**config.mk**
```make
export PLATFORM = sky130hd
export DESIGN_NAME = byte_issue_sched_flat
export DESIGN_NICKNAME = d
export VERILOG_FILES = /design/src/rtl/byte_issue_sched_if.sv /design/src/rtl/byte_issue_sched.sv /design/src/flat_wrapper.sv
export SDC_FILE = /design/constraint.sdc
export NUM_CORES = 1
export LEC_CHECK = 0
export ABC_AREA = 1
export BUFFER_PORTS_ARGS = -buffer_cell sky130_fd_sc_hd__buf_2
export CAP_MARGIN = 20
export CORE_UTILIZATION = 45
export DETAILED_ROUTE_END_ITERATION = 16
export MAX_ROUTING_LAYER = met4
export PLACE_DENSITY = 0.81
export SLEW_MARGIN = 15
export SYNTH_ARGS = -nofsm -noshare
export SYNTH_HDL_FRONTEND = slang
export SYNTH_SLANG_ARGS = --single-unit
export TNS_END_PERCENT = 30
```
**constraint.sdc**
```tcl
create_clock -name clock -period 3.4 [get_ports clock]
set_input_delay 0.51 -clock clock [delete_from_list [all_inputs] [get_ports clock]]
set_output_delay 0.51 -clock clock [all_outputs]
set_load 0.05 [all_outputs]
```
**src/rtl/byte_issue_sched_if.sv**
```systemverilog
// byte_issue_sched_if: two requester ports, branch/drain control and the Byte-unit issue bundle.
interface byte_issue_sched_if;
  logic req0_valid, req1_valid;
  logic req0_ready, req1_ready;
  logic [0:10] req0_op, req1_op;
  logic [0:6] req0_rt, req0_ra, req0_rb;
  logic [0:6] req1_rt, req1_ra, req1_rb;
  logic req0_we, req1_we;
  logic branch_is_taken;
  logic drain_req;
  logic drained;
  logic issue_valid;
  logic [0:10] issue_op_code;
  logic [0:2] issue_format;
  logic [0:6] issue_rt;
  logic issue_we;
  logic issue_src;
  logic err_illegal;
  modport master (
    output req0_valid, req1_valid, req0_op, req1_op, req0_rt, req0_ra, req0_rb,
    output req1_rt, req1_ra, req1_rb, req0_we, req1_we, branch_is_taken, drain_req,
    input req0_ready, req1_ready, drained, issue_valid, issue_op_code, issue_format,
    input issue_rt, issue_we, issue_src, err_illegal
  );
  modport slave (
    input req0_valid, req1_valid, req0_op, req1_op, req0_rt, req0_ra, req0_rb,
    input req1_rt, req1_ra, req1_rb, req0_we, req1_we, branch_is_taken, drain_req,
    output req0_ready, req1_ready, drained, issue_valid, issue_op_code, issue_format,
    output issue_rt, issue_we, issue_src, err_illegal
  );
endinterface

```
**src/rtl/byte_issue_sched.sv**
```systemverilog
// byte_issue_sched: round-robin issue scheduler for the Byte unit with RAW scoreboard, branch kill and drain.
// Optional BYTE_SCHED_FWD_EN: the oldest scoreboard entry is left out of the hazard check (wb forwarding covers it).
module byte_issue_sched #(
  parameter int LATENCY = 3
) (
  input logic clock,
  input logic reset,
  byte_issue_sched_if.slave bus
);
  localparam int DEPTH = LATENCY + 1;
`ifdef BYTE_SCHED_FWD_EN
  localparam int HZ_N = LATENCY;
`else
  localparam int HZ_N = DEPTH;
`endif
  localparam logic [0:10] OP_CNTB = 11'b01010110100;
  localparam logic [0:10] OP_AVGB = 11'b00011010011;
  localparam logic [0:10] OP_ABSDB = 11'b00001010011;
  localparam logic [0:10] OP_SUMB = 11'b01001010011;
  typedef enum logic [1:0] {RUN, DRAIN, DRAINED} state_t;
  typedef struct packed {
    logic v;
    logic [0:6] rt;
    logic we;
  } sb_t;
  state_t state_q, state_d;
  sb_t [DEPTH-1:0] sb_q, sb_d;
  logic rr_q, rr_d, iv_q, iv_d, we_q, we_d, src_q, src_d, err_q, err_d;
  logic [0:10] op_q, op_d;
  logic [0:6] rt_q, rt_d;
  logic [0:10] op [2];
  logic [0:6] rt [2];
  logic [0:6] ra [2];
  logic [0:6] rb [2];
  logic [1:0] vld, wr, hz, elig;
  logic sel, acc, legal, empty, kill, live;
  logic [0:10] a_op;
  logic [0:6] a_rt;
  logic a_we;
  assign op[0] = bus.req0_op;
  assign op[1] = bus.req1_op;
  assign rt[0] = bus.req0_rt;
  assign rt[1] = bus.req1_rt;
  assign ra[0] = bus.req0_ra;
  assign ra[1] = bus.req1_ra;
  assign rb[0] = bus.req0_rb;
  assign rb[1] = bus.req1_rb;
  assign vld = {bus.req1_valid, bus.req0_valid};
  assign wr = {bus.req1_we, bus.req0_we};
  assign kill = bus.branch_is_taken;
  // cntb has a single source operand, so its rb field never creates a hazard
  always_comb begin
    hz = '0;
    empty = 1'b1;
    for (int k = 0; k < DEPTH; k++) empty = empty & ~sb_q[k].v;
    for (int r = 0; r < 2; r++)
      for (int k = 0; k < HZ_N; k++)
        hz[r] = hz[r] | (sb_q[k].v & sb_q[k].we &
                ((sb_q[k].rt == ra[r]) | ((op[r] != OP_CNTB) & (sb_q[k].rt == rb[r]))));
  end
  always_comb begin
    elig = vld & ~hz & {2{reset & (state_q == RUN) & ~kill}};
    acc = |elig;
    sel = &elig ? rr_q : elig[1];
    a_op = op[sel];
    a_rt = rt[sel];
    a_we = wr[sel];
    legal = (a_op == OP_CNTB) | (a_op == OP_AVGB) | (a_op == OP_ABSDB) | (a_op == OP_SUMB);
    rr_d = acc ? ~sel : rr_q;
    iv_d = acc & legal;
    err_d = acc & ~legal;
    op_d = iv_d ? a_op : op_q;
    rt_d = iv_d ? a_rt : rt_q;
    we_d = iv_d ? a_we : we_q;
    src_d = iv_d ? sel : src_q;
    sb_d = {sb_q[DEPTH-2:0], sb_t'{v: iv_d, rt: a_rt, we: a_we}};
    sb_d[1].v = sb_q[0].v & ~kill;
    state_d = state_q == RUN ? (bus.drain_req ? DRAIN : RUN)
            : state_q == DRAIN ? (!bus.drain_req ? RUN : (empty & ~iv_q) ? DRAINED : DRAIN)
            : (bus.drain_req ? DRAINED : RUN);
  end
  always_ff @(posedge clock)
    if (!reset) begin
      state_q <= RUN;
      sb_q <= '0;
      rr_q <= 1'b0;
      iv_q <= 1'b0;
      we_q <= 1'b0;
      src_q <= 1'b0;
      err_q <= 1'b0;
      op_q <= '0;
      rt_q <= '0;
    end else begin
      state_q <= state_d;
      sb_q <= sb_d;
      rr_q <= rr_d;
      iv_q <= iv_d;
      we_q <= we_d;
      src_q <= src_d;
      err_q <= err_d;
      op_q <= op_d;
      rt_q <= rt_d;
    end
  assign live = iv_q & ~kill;
  assign bus.req0_ready = acc & ~sel;
  assign bus.req1_ready = sel;
  assign bus.issue_valid = live;
  assign bus.issue_op_code = live ? op_q : '0;
  assign bus.issue_format = '0;
  assign bus.issue_rt = rt_q;
  assign bus.issue_we = we_q & live;
  assign bus.issue_src = src_q;
  assign bus.err_illegal = err_q;
  assign bus.drained = state_q == DRAINED;
endmodule

```
**src/flat_wrapper.sv**
```systemverilog
// flat-port wrapper written by rule: the top's interface ports become plain ports
module byte_issue_sched_flat 
#(
  parameter int LATENCY = 3
)
  (clock, reset, bus_req0_valid, bus_req1_valid, bus_req0_op, bus_req1_op, bus_req0_rt, bus_req0_ra, bus_req0_rb, bus_req1_rt, bus_req1_ra, bus_req1_rb, bus_req0_we, bus_req1_we, bus_branch_is_taken, bus_drain_req, bus_req0_ready, bus_req1_ready, bus_drained, bus_issue_valid, bus_issue_op_code, bus_issue_format, bus_issue_rt, bus_issue_we, bus_issue_src, bus_err_illegal);
  byte_issue_sched_if bus_i ();
  input logic clock;
  input logic reset;
  input wire logic [$bits(bus_i.req0_valid)-1:0] bus_req0_valid;
  input wire logic [$bits(bus_i.req1_valid)-1:0] bus_req1_valid;
  input wire logic [$bits(bus_i.req0_op)-1:0] bus_req0_op;
  input wire logic [$bits(bus_i.req1_op)-1:0] bus_req1_op;
  input wire logic [$bits(bus_i.req0_rt)-1:0] bus_req0_rt;
  input wire logic [$bits(bus_i.req0_ra)-1:0] bus_req0_ra;
  input wire logic [$bits(bus_i.req0_rb)-1:0] bus_req0_rb;
  input wire logic [$bits(bus_i.req1_rt)-1:0] bus_req1_rt;
  input wire logic [$bits(bus_i.req1_ra)-1:0] bus_req1_ra;
  input wire logic [$bits(bus_i.req1_rb)-1:0] bus_req1_rb;
  input wire logic [$bits(bus_i.req0_we)-1:0] bus_req0_we;
  input wire logic [$bits(bus_i.req1_we)-1:0] bus_req1_we;
  input wire logic [$bits(bus_i.branch_is_taken)-1:0] bus_branch_is_taken;
  input wire logic [$bits(bus_i.drain_req)-1:0] bus_drain_req;
  output wire logic [$bits(bus_i.req0_ready)-1:0] bus_req0_ready;
  output wire logic [$bits(bus_i.req1_ready)-1:0] bus_req1_ready;
  output wire logic [$bits(bus_i.drained)-1:0] bus_drained;
  output wire logic [$bits(bus_i.issue_valid)-1:0] bus_issue_valid;
  output wire logic [$bits(bus_i.issue_op_code)-1:0] bus_issue_op_code;
  output wire logic [$bits(bus_i.issue_format)-1:0] bus_issue_format;
  output wire logic [$bits(bus_i.issue_rt)-1:0] bus_issue_rt;
  output wire logic [$bits(bus_i.issue_we)-1:0] bus_issue_we;
  output wire logic [$bits(bus_i.issue_src)-1:0] bus_issue_src;
  output wire logic [$bits(bus_i.err_illegal)-1:0] bus_err_illegal;
  assign bus_i.req0_valid = bus_req0_valid;
  assign bus_i.req1_valid = bus_req1_valid;
  assign bus_i.req0_op = bus_req0_op;
  assign bus_i.req1_op = bus_req1_op;
  assign bus_i.req0_rt = bus_req0_rt;
  assign bus_i.req0_ra = bus_req0_ra;
  assign bus_i.req0_rb = bus_req0_rb;
  assign bus_i.req1_rt = bus_req1_rt;
  assign bus_i.req1_ra = bus_req1_ra;
  assign bus_i.req1_rb = bus_req1_rb;
  assign bus_i.req0_we = bus_req0_we;
  assign bus_i.req1_we = bus_req1_we;
  assign bus_i.branch_is_taken = bus_branch_is_taken;
  assign bus_i.drain_req = bus_drain_req;
  assign bus_req0_ready = bus_i.req0_ready;
  assign bus_req1_ready = bus_i.req1_ready;
  assign bus_drained = bus_i.drained;
  assign bus_issue_valid = bus_i.issue_valid;
  assign bus_issue_op_code = bus_i.issue_op_code;
  assign bus_issue_format = bus_i.issue_format;
  assign bus_issue_rt = bus_i.issue_rt;
  assign bus_issue_we = bus_i.issue_we;
  assign bus_issue_src = bus_i.issue_src;
  assign bus_err_illegal = bus_i.err_illegal;
  byte_issue_sched #(.LATENCY(LATENCY)) u_core (.clock(clock), .reset(reset), .bus(bus_i));
endmodule
```
==> reports/qor.yml, run 1 <==
status: "finished clean"
finalWirelength_um: 10000
dp_cells: 821
grtUsageTotal: 0.222
layout.nets: 775
end_kind: "primary output"
fin_area_um2: 4880
fin_setup_tns_ns: 0
grt_use_met3: 0.0478
crit_required_ns: 2.89
top_usage_layer: "met2"
arrival_ns: 2.58
power_density_nw_per_um2: 367
ys_seq_area_frac: 0.279
dieArea_um2: 9950
ios: 100
layout_commonest_cell: "nand2_1"
area_growth_pct: 13.6
postCtsHoldBufs: 0
die_width_um: 99.7
clock.fmax_mhz: 324
grt_antenna_before_repair: 0
dr.pass1.iters: 5
ir_drop_mv: 0.212
worst_setup_path_start_kind: "flop"
synth_area_um2: 4300
path_clk_slew_ns: 0.07
postSynthCellCount: 646
grt_overflow: 0
grt_max_degree: 41
row_count: 35
p_leak_nw: 2.52
grt_pass1_vias: 3642
crit_type: "reg -> out"
hp-class: "reg -> reg"
cts-root-buf: "clkbuf_8"
grt_pass1_wl_um: 16800
setup_viol: 0
gp_congestion: 0.925
placedInstanceArea_um2: 4670
drive_gt1_frac: 0.210
finalCriticalPeriod_ns: 3.09
initial_utilization: 0.465
synthFlopType: "dfxtp_1"
cts.sinks: 60
cts_made_buffers: 9
ys_ff_latch: 60
post_cts_resize_count: 0
cts_buffer_depth: 2
hold_viol: 0
regArea_um2: 1200
multi_input_area_um2: 2470
synth_cell_types: 34
crit_fanout: 22
avgRoutedWirePerCell_um: 12.0
io_buffers: 96
drc: 0
max_cap_violations: 0
diodes: 0
final_cell_mix: "nand2_1, buf_2, nor2_1"
avgSynthCellArea_um2: 6.65
ys_async_sr_fraction: 0
fp.dieH_um: 99.7
vias: 3854
post-dp-hpwl_um: 7960
p_total_mw: 1.79
fillers: 936
clock_latency_ns: 0.34
finalNonFillerCells: 837
timing.hold.ws_ns: 0.426
tritoncts: "done"
postCtsSetupBuffers: 0
grtUsageMet2: 0.342
skew_ns: 0.00517
htreeDepth: 3
finalMaxSlewViolations: 0
yosysWarnings: 0
rsz0062_at_grt: "false"
synth_edf_count: 0
dr.first_iter.drc_count: 153
grt_use_met1: 0.280
core-area_um2: 9240
fin_crit_sh: 0.909
vias_per_cell: 4.60
antenna_left: 0
-- path summary, 6_finish.rpt --
path	to	depth (start not counted)	slack, ns	startpoint
hold / removal	u_core.sb_d[27]	2	0.43	u_core.sb_d[18]
hold reg to reg	u_core.sb_d[27]	2	0.43	u_core.sb_d[18]
setup / recovery	bus_req0_ready	12	0.31	u_core.sb_d[32]
setup reg to reg	u_core.op_q[8]	15	0.53	u_core.sb_d[12]
-- sequential cells by signal, summed over array words and instances, names as in the netlist --
name and count:
u_core.sb_q 10, u_core.rr_q 1, u_core.op_q 11, u_core.we_q 1
u_core.bus.issue_rt 7, u_core.bus.err_illegal 1, u_core.sb_d 26, u_core.bus.issue_src 1
u_core.state_q 2
-- logic make-up after synthesis --
kind of cell              count (synthesis)  share of synthesized area
AOI/OAI and AO/OA                        12                     0.0204
xor gates and xnor gates                104                      0.212
buffers and inverters                   140                      0.148
DFF                                      60                      0.279
muxes                                     8                     0.0186
other                                     1                   0.000872
and+or+nand+nor                         321                      0.321
-- power by group --
group	switching, mW	total [mW]	internal, mW
combinational	0.191	0.333	0.142
clock	0.276	0.705	0.429
sequential	0.0314	0.753	0.722
total	0.498	1.79	1.29
-- metrics by stage --
| stage | setup WS, ns | util |
|---|---|---|
| floorplan | 0.294 | - |
| global placement | 0.318 | 0.505 |
| detailed placement | 0.351 | 0.505 |
| CTS | 0.393 | 0.529 |
| global route | 0.0909 | 0.529 |
| finish | 0.311 | 0.529 |
-- worst max-delay path, stage by stage, from the launching register on --
cell     delay (ns)
dfxtp_1        0.51
xnor2_1        0.17
nand2_1        0.06
nor2_1         0.15
nand3_1        0.09
nand2_1        0.10
nand2_1        0.05
nand3_1        0.13
nor2_4         0.05
nand2_2        0.33
inv_1          0.18
nor2_1         0.14
buf_2          0.27
-- cell type report --
| cell class | count | share of cell area |
|---|---|---|
| inverters | 82 | 0.0635 |
| well taps | 129 | 0.0331 |
| repair buffers | 102 | 0.108 |
| clock inverters | 5 | 0.0154 |
| multi-input cells | 448 | 0.506 |
| flip-flops and latches | 60 | 0.246 |
| clock buffers | 11 | 0.0290 |
-- layer usage --
layer	share of wire	vias up	routed length [um]
li1	-	2013	-
met5	0	-	0
met2	0.44	145	4460
met1	0.46	1672	4660
met3	0.069	24	689
met4	0.022	0	224
-- Yosys cell counts (2+ instances only) --
master	count	share of area
nand2_1	168	0.15
nor2_1	83	0.072
xnor2_1	75	0.15
inv_1	73	0.064
dfxtp_1	60	0.28
buf_2	42	0.049
xor2_1	29	0.059
nand3_1	24	0.028
nand4_1	13	0.019
nor2_2	13	0.019
nor3_1	10	0.012
inv_2	8	0.0070
mux2i_1	8	0.019
buf_4	5	0.0087
clkbuf_1	5	0.0044
a21oi_1	3	0.0035
nand3b_1	3	0.0052
o21ai_1	3	0.0035
a21oi_2	2	0.0041
buf_1	2	0.0017
buf_6	2	0.0052
buf_8	2	0.0070
nand3_2	2	0.0047
Power figures use the tool's default switching activity.
==> inputs of run 2 (changes only) <==
--- a/config.mk
+++ b/config.mk
@@ -14,2 +14,3 @@
 export PLACE_DENSITY = 0.81
+export SKIP_LAST_GASP = 1
 export SLEW_MARGIN = 15
==> constraint.sdc (replaced) <==
create_clock -name clock -period 3.4 [get_ports clock]
set_input_delay 0.34 -clock clock [delete_from_list [all_inputs] [get_ports clock]]
set_output_delay 0.34 -clock clock [all_outputs]
set_load 0.05 [all_outputs]
==> run 2 against run 1 <==
Compared with the run above:
- cell count unchanged
- clock power grew 2%
- hold slack worse by 0.16 ns
- sequential share of layout area about the same
- combinational power barely moved
- flip-flop and latch count unchanged
- register-to-register slack better by 0.06 ns
- critical path depth up 1
- largest power group unchanged
==> reports/qor.yml, run 2 (same netlist as run 1, synthesis figures left out) <==
status: "finished clean"
wl_met1_um: 4690
largest_register_ffs: 26
endpoint: "bus_req0_ready"
wl_met3_um: 550
cpPeakStageDelay_ns: 0.50
fin_area_um2: 4890
hold_viol: 0
antenna_left: 0
rr_endpoint: "u_core.bus.issue_rt[2]"
crit_fanout: 21
hold_depth: 3
skew_ns: 0.0135
end_kind: "primary output"
power_density_nw_per_um2: 369
crit_path_top_delay_cell: "dfxtp_1"
grt_overflow: 0
arrival_ns: 2.72
crit_start: "u_core.sb_d[13]"
cpMostUsedCell: "nand2_1"
met2_length_um: 4780
fin_setup_tns_ns: 0
vias: 3790
post_cts_resize_count: 0
worst_setup_path_start_kind: "flop"
cts.sinks: 60
path_clk_slew_ns: 0.07
core-area_um2: 9240
fp.dieH_um: 99.7
r2r_slack_ns: 0.59
initial_utilization: 0.465
grt_max_degree: 41
final_cell_mix: "nand2_1, buf_2, nor2_1"
gp_congestion: 0.938
row_count: 35
avgRoutedWirePerCell_um: 12.1
grtUsageTotal: 0.224
finalWirelength_um: 10100
ios: 100
grt_antenna_before_repair: 0
dr.first_iter.drc_count: 144
io_buffers: 96
crit_required_ns: 3.06
dr.max_layer_used: "met4"
cts_made_buffers: 9
cts_buffer_depth: 2
regToRegStartpoint: "u_core.sb_d[13]"
drc: 0
fin_crit_sh: 0.900
die_width_um: 99.7
ir_drop_mv: 0.169
cts-root-buf: "clkbuf_8"
crit_type: "reg -> out"
hp-class: "in -> reg"
placedInstanceArea_um2: 4670
r2r_cells: 19
finalCriticalPeriod_ns: 3.06
dr.pass1.iters: 4
layout.nets: 775
setup_viol: 0
clock.fmax_mhz: 327
finalMaxSlewViolations: 0
dieArea_um2: 9950
p_leak_nw: 2.51
post-dp-hpwl_um: 8060
grt_pass1_wl_um: 16900
postCtsSetupBuffers: 0
rsz0062_at_grt: "false"
drive_gt1_frac: 0.212
utilization: 0.529
postCtsHoldBufs: 0
max_cap_violations: 0
vias_per_cell: 4.53
grt_pass1_vias: 3614
layout_commonest_cell: "nand2_1"
clock_latency_ns: 0.34
htreeDepth: 3
area_growth_pct: 13.7
tritoncts: "done"
crit_chain: "xnor2_1 > nand2_1 > nor2_1 > nand3_1 > nand2_1 > nand2_1 > nand3_1 > nor2_4 > nand2_2 > buf_4 > inv_1 > nor2_1 > buf_2"
diodes: 0
## run 2: cell types whose count changed in the layout (fill, tap and decap cells not counted), sizes merged
cell and delta:
clkbuf -2, clkinvlp +1, inv +1
## run 2: area by class of cell
class	count	area (um2)
clock buffers	9	124
clock inverters	7	98.8
fillers	937	4350
inverters	82	310
multi-input cells	448	2470
flip-flops and latches	60	1200
well taps	129	161
repair buffers	102	526
## run 2: worst max-delay path: cells and delay by family, from the launching register on
family / cells / cell delay (ns)
xor+xnor: 1 / 0.17
flops: 1 / 0.50
simple gates: 9 / 1.06
buf+inv: 3 / 0.66
## run 2: power breakdown
part	switching (mW)	internal, mW	total, mW
Sequential	0.0309	0.721	0.752
Combinational	0.192	0.142	0.334
Clock	0.302	0.416	0.718
## run 2: how the worst min path moves through the flow
stage	from	end	slack, ns
final	bus_drain_req	u_core.state_q[0]	0.27
after global routing	bus_drain_req	u_core.state_q[0]	0.26
after CTS	bus_drain_req	u_core.state_q[0]	0.26
after detailed placement	u_core.sb_d[18]	u_core.sb_d[27]	0.42
after global placement	u_core.sb_d[27]	u_core.sb_q[27]	0.41
after floorplan	u_core.sb_d[18]	u_core.sb_d[27]	0.41
## run 2: stage by stage
| stage | cells | hold WS (ns) | setup slack (ns) | power (mW) |
|---|---|---|---|---|
| after detailed placement | 821 | 0.417 | 0.473 | 1.10 |
| after CTS | 837 | 0.260 | 0.338 | 1.82 |
| after floorplan | 648 | 0.407 | 0.634 | 1.01 |
| after global routing | 837 | 0.262 | 0.127 | 1.89 |
| final | 837 | 0.270 | 0.341 | 1.80 |
| after global placement | 821 | 0.410 | 0.531 | 1.10 |
## run 2: layer usage
| metal | up-vias | track usage |
|---|---|---|
| li1 | 2004 | - |
| met1 | 1671 | 0.279 |
| met2 | 105 | 0.367 |
| met3 | 10 | 0.0499 |
| met4 | 0 | 0.0588 |
| met5 | - | - |
==> inputs of run 3 (changes only) <==
BUFFER_PORTS_ARGS = not set   (was -buffer_cell sky130_fd_sc_hd__buf_2)
DONT_BUFFER_PORTS = 1   (was not set)
PLACE_DENSITY = 0.72   (was 0.81)
==> run 3 against run 2 <==
Compared with the run above:
- global-route usage is 0.058 points lower
- die area did not move
- clock-buffer cell count unchanged
- hold slack lost 0.17 ns
- first-iteration DRC count rose by 30%
- via count is 6.9% lower
- core utilization down 5.5 points
- sequential share of layout area rose by 2.9 points
- critical path type unchanged
==> reports/qor.yml, run 3 (same netlist as run 1, synthesis figures left out) <==
post_cts_resize_count: 0
status: "finished clean"
ios: 100
grt_pass1_vias: 3511
r2r_cells: 22
setup_viol: 0
crit_type: "reg -> out"
power_density_nw_per_um2: 378
htreeDepth: 3
setup_ws_ns: 0.218
worst_setup_path_start_kind: "flop"
tritoncts: "done"
dr.first_iter.drc_count: 187
max_cap_violations: 0
clock_latency_ns: 0.35
placedInstanceArea_um2: 4170
grtUsageTotal: 0.224
place_ws_ns: 0.255
p_total_mw: 1.66
cts.sinks: 60
layout.nets: 677
endpoint: "bus_req0_ready"
pwr-share-seq: 0.457
combPwrFrac: 0.152
r2r_slack_ns: 0.35
avgRoutedWirePerCell_um: 13.8
regToRegStartpoint: "u_core.sb_q[32]"
fillers: 974
end_kind: "primary output"
rr_endpoint: "u_core.bus.issue_rt[5]"
drive_gt1_frac: 0.0852
crit_fanout: 21
arrival_ns: 2.84
rsz0062_at_grt: "true"
p_leak_nw: 2.07
grt_pass1_wl_um: 16600
fp.dieH_um: 99.7
gp_congestion: 0.931
grt_antenna_before_repair: 0
diodes: 0
core-area_um2: 9240
finalCriticalPeriod_ns: 3.18
regArea_um2: 1200
fin_area_um2: 4380
area_growth_pct: 1.86
cts_made_buffers: 9
vias: 3527
p_int_mw: 1.18
postCtsHoldBufs: 0
crit_required_ns: 3.06
skew_ns: 0.0141
hold_viol: 0
layout_commonest_cell: "nand2_1"
drc: 0
initial_utilization: 0.465
grt_max_degree: 42
hp-class: "in -> reg"
vias_per_cell: 4.77
finalWirelength_um: 10200
fin_setup_tns_ns: 0
power_frac_clock: 0.391
worst_pin_slew_ns: 0.965
cts_buffer_depth: 2
io_buffers: 0
switching_power_mw: 0.478
largest_register_ffs: 26
clock.fmax_mhz: 314
postCtsSetupBuffers: 0
path_clk_slew_ns: 0.07
finalMaxSlewViolations: 0
dr.pass1.iters: 4
max-slew-margin-rel: 0.354
dieArea_um2: 9950
ir_drop_mv: 0.248
cts-root-buf: "clkbuf_8"
multi_input_area_um2: 2480
switching_share: 0.289
crit_start: "u_core.sb_q[32]"
final_cell_mix: "nand2_1, nor2_1, xnor2_1"
fin_crit_sh: 0.936
die_width_um: 99.7
post-dp-hpwl_um: 8290
row_count: 35
antenna_left: 0
grt_overflow: 0
==> run 3: cell types whose count changed in the layout (fill, tap and decap cells not counted) <==
cell        change
clkinvlp_4      +1
bufinv_16       -1
a21oi_4         +1
buf_4           -2
buf_2          -96
a21oi_2         -1
==> run 3: metrics by stage <==
stage	instances	utilization	hold slack, ns
6_report	739	0.474	0.0997
5_1_grt	739	0.474	0.0720
4_1_cts	739	0.473	0.0827
3_5_place_dp	723	0.451	0.422
3_3_place_gp	723	0.451	0.413
2_1_floorplan	648	-	0.407
==> run 3: metal layers <==
| metal | share of wire | global-route usage |
|---|---|---|
| met5 | 0 | - |
| met4 | 0.011 | 0.0498 |
| met3 | 0.072 | 0.0738 |
| met2 | 0.47 | 0.369 |
| met1 | 0.45 | 0.264 |
==> run 3: power groups by stage <==
| stage | clock network (mW) | logic, mW | registers (mW) |
|---|---|---|---|
| 6_report | 0.648 | 0.252 | 0.756 |
| 5_1_grt | 0.697 | 0.284 | 0.759 |
| 3_5_place_dp | 0 | 0.250 | 0.773 |
| 2_1_floorplan | 0 | 0.267 | 0.746 |
| 4_1_cts | 0.664 | 0.252 | 0.756 |
| 3_3_place_gp | 0 | 0.247 | 0.771 |
==> run 3: final cells by class <==
class / count / share of cell area
clock inverters: 7 / 0.0174
well taps: 129 / 0.0369
flip-flops and latches: 60 / 0.274
repair buffers: 4 / 0.00686
inverters: 82 / 0.0709
multi-input cells: 448 / 0.565
clock buffers: 9 / 0.0283
==> run 3: worst min path at each step <==
stage,from,end,slack (ns),cells past startpoint
floorplan,u_core.sb_d[18],u_core.sb_d[27],0.41,2
global placement,u_core.sb_d[27],u_core.sb_q[27],0.41,2
detailed placement,u_core.sb_d[18],u_core.sb_d[27],0.42,2
CTS,reset,u_core.sb_d[23],0.08,2
global route,reset,u_core.sb_d[23],0.07,2
finish,reset,u_core.sb_d[35],0.1,2
==> run 3: critical path: stages, from the launching register on <==
cell and delay (ns):
dfxtp_1 0.51, inv_1 0.07, nand2_1 0.06, nand2_1 0.04, nand2_1 0.05, nor2_1 0.06, nand3_1 0.11, nand2_1 0.06
nand2_1 0.06, nand2_1 0.06, nor2_2 0.11, nand3_2 0.21, nand2_2 0.39, buf_4 0.29, inv_1 0.07, nor2_1 0.13
buf_4 0.22
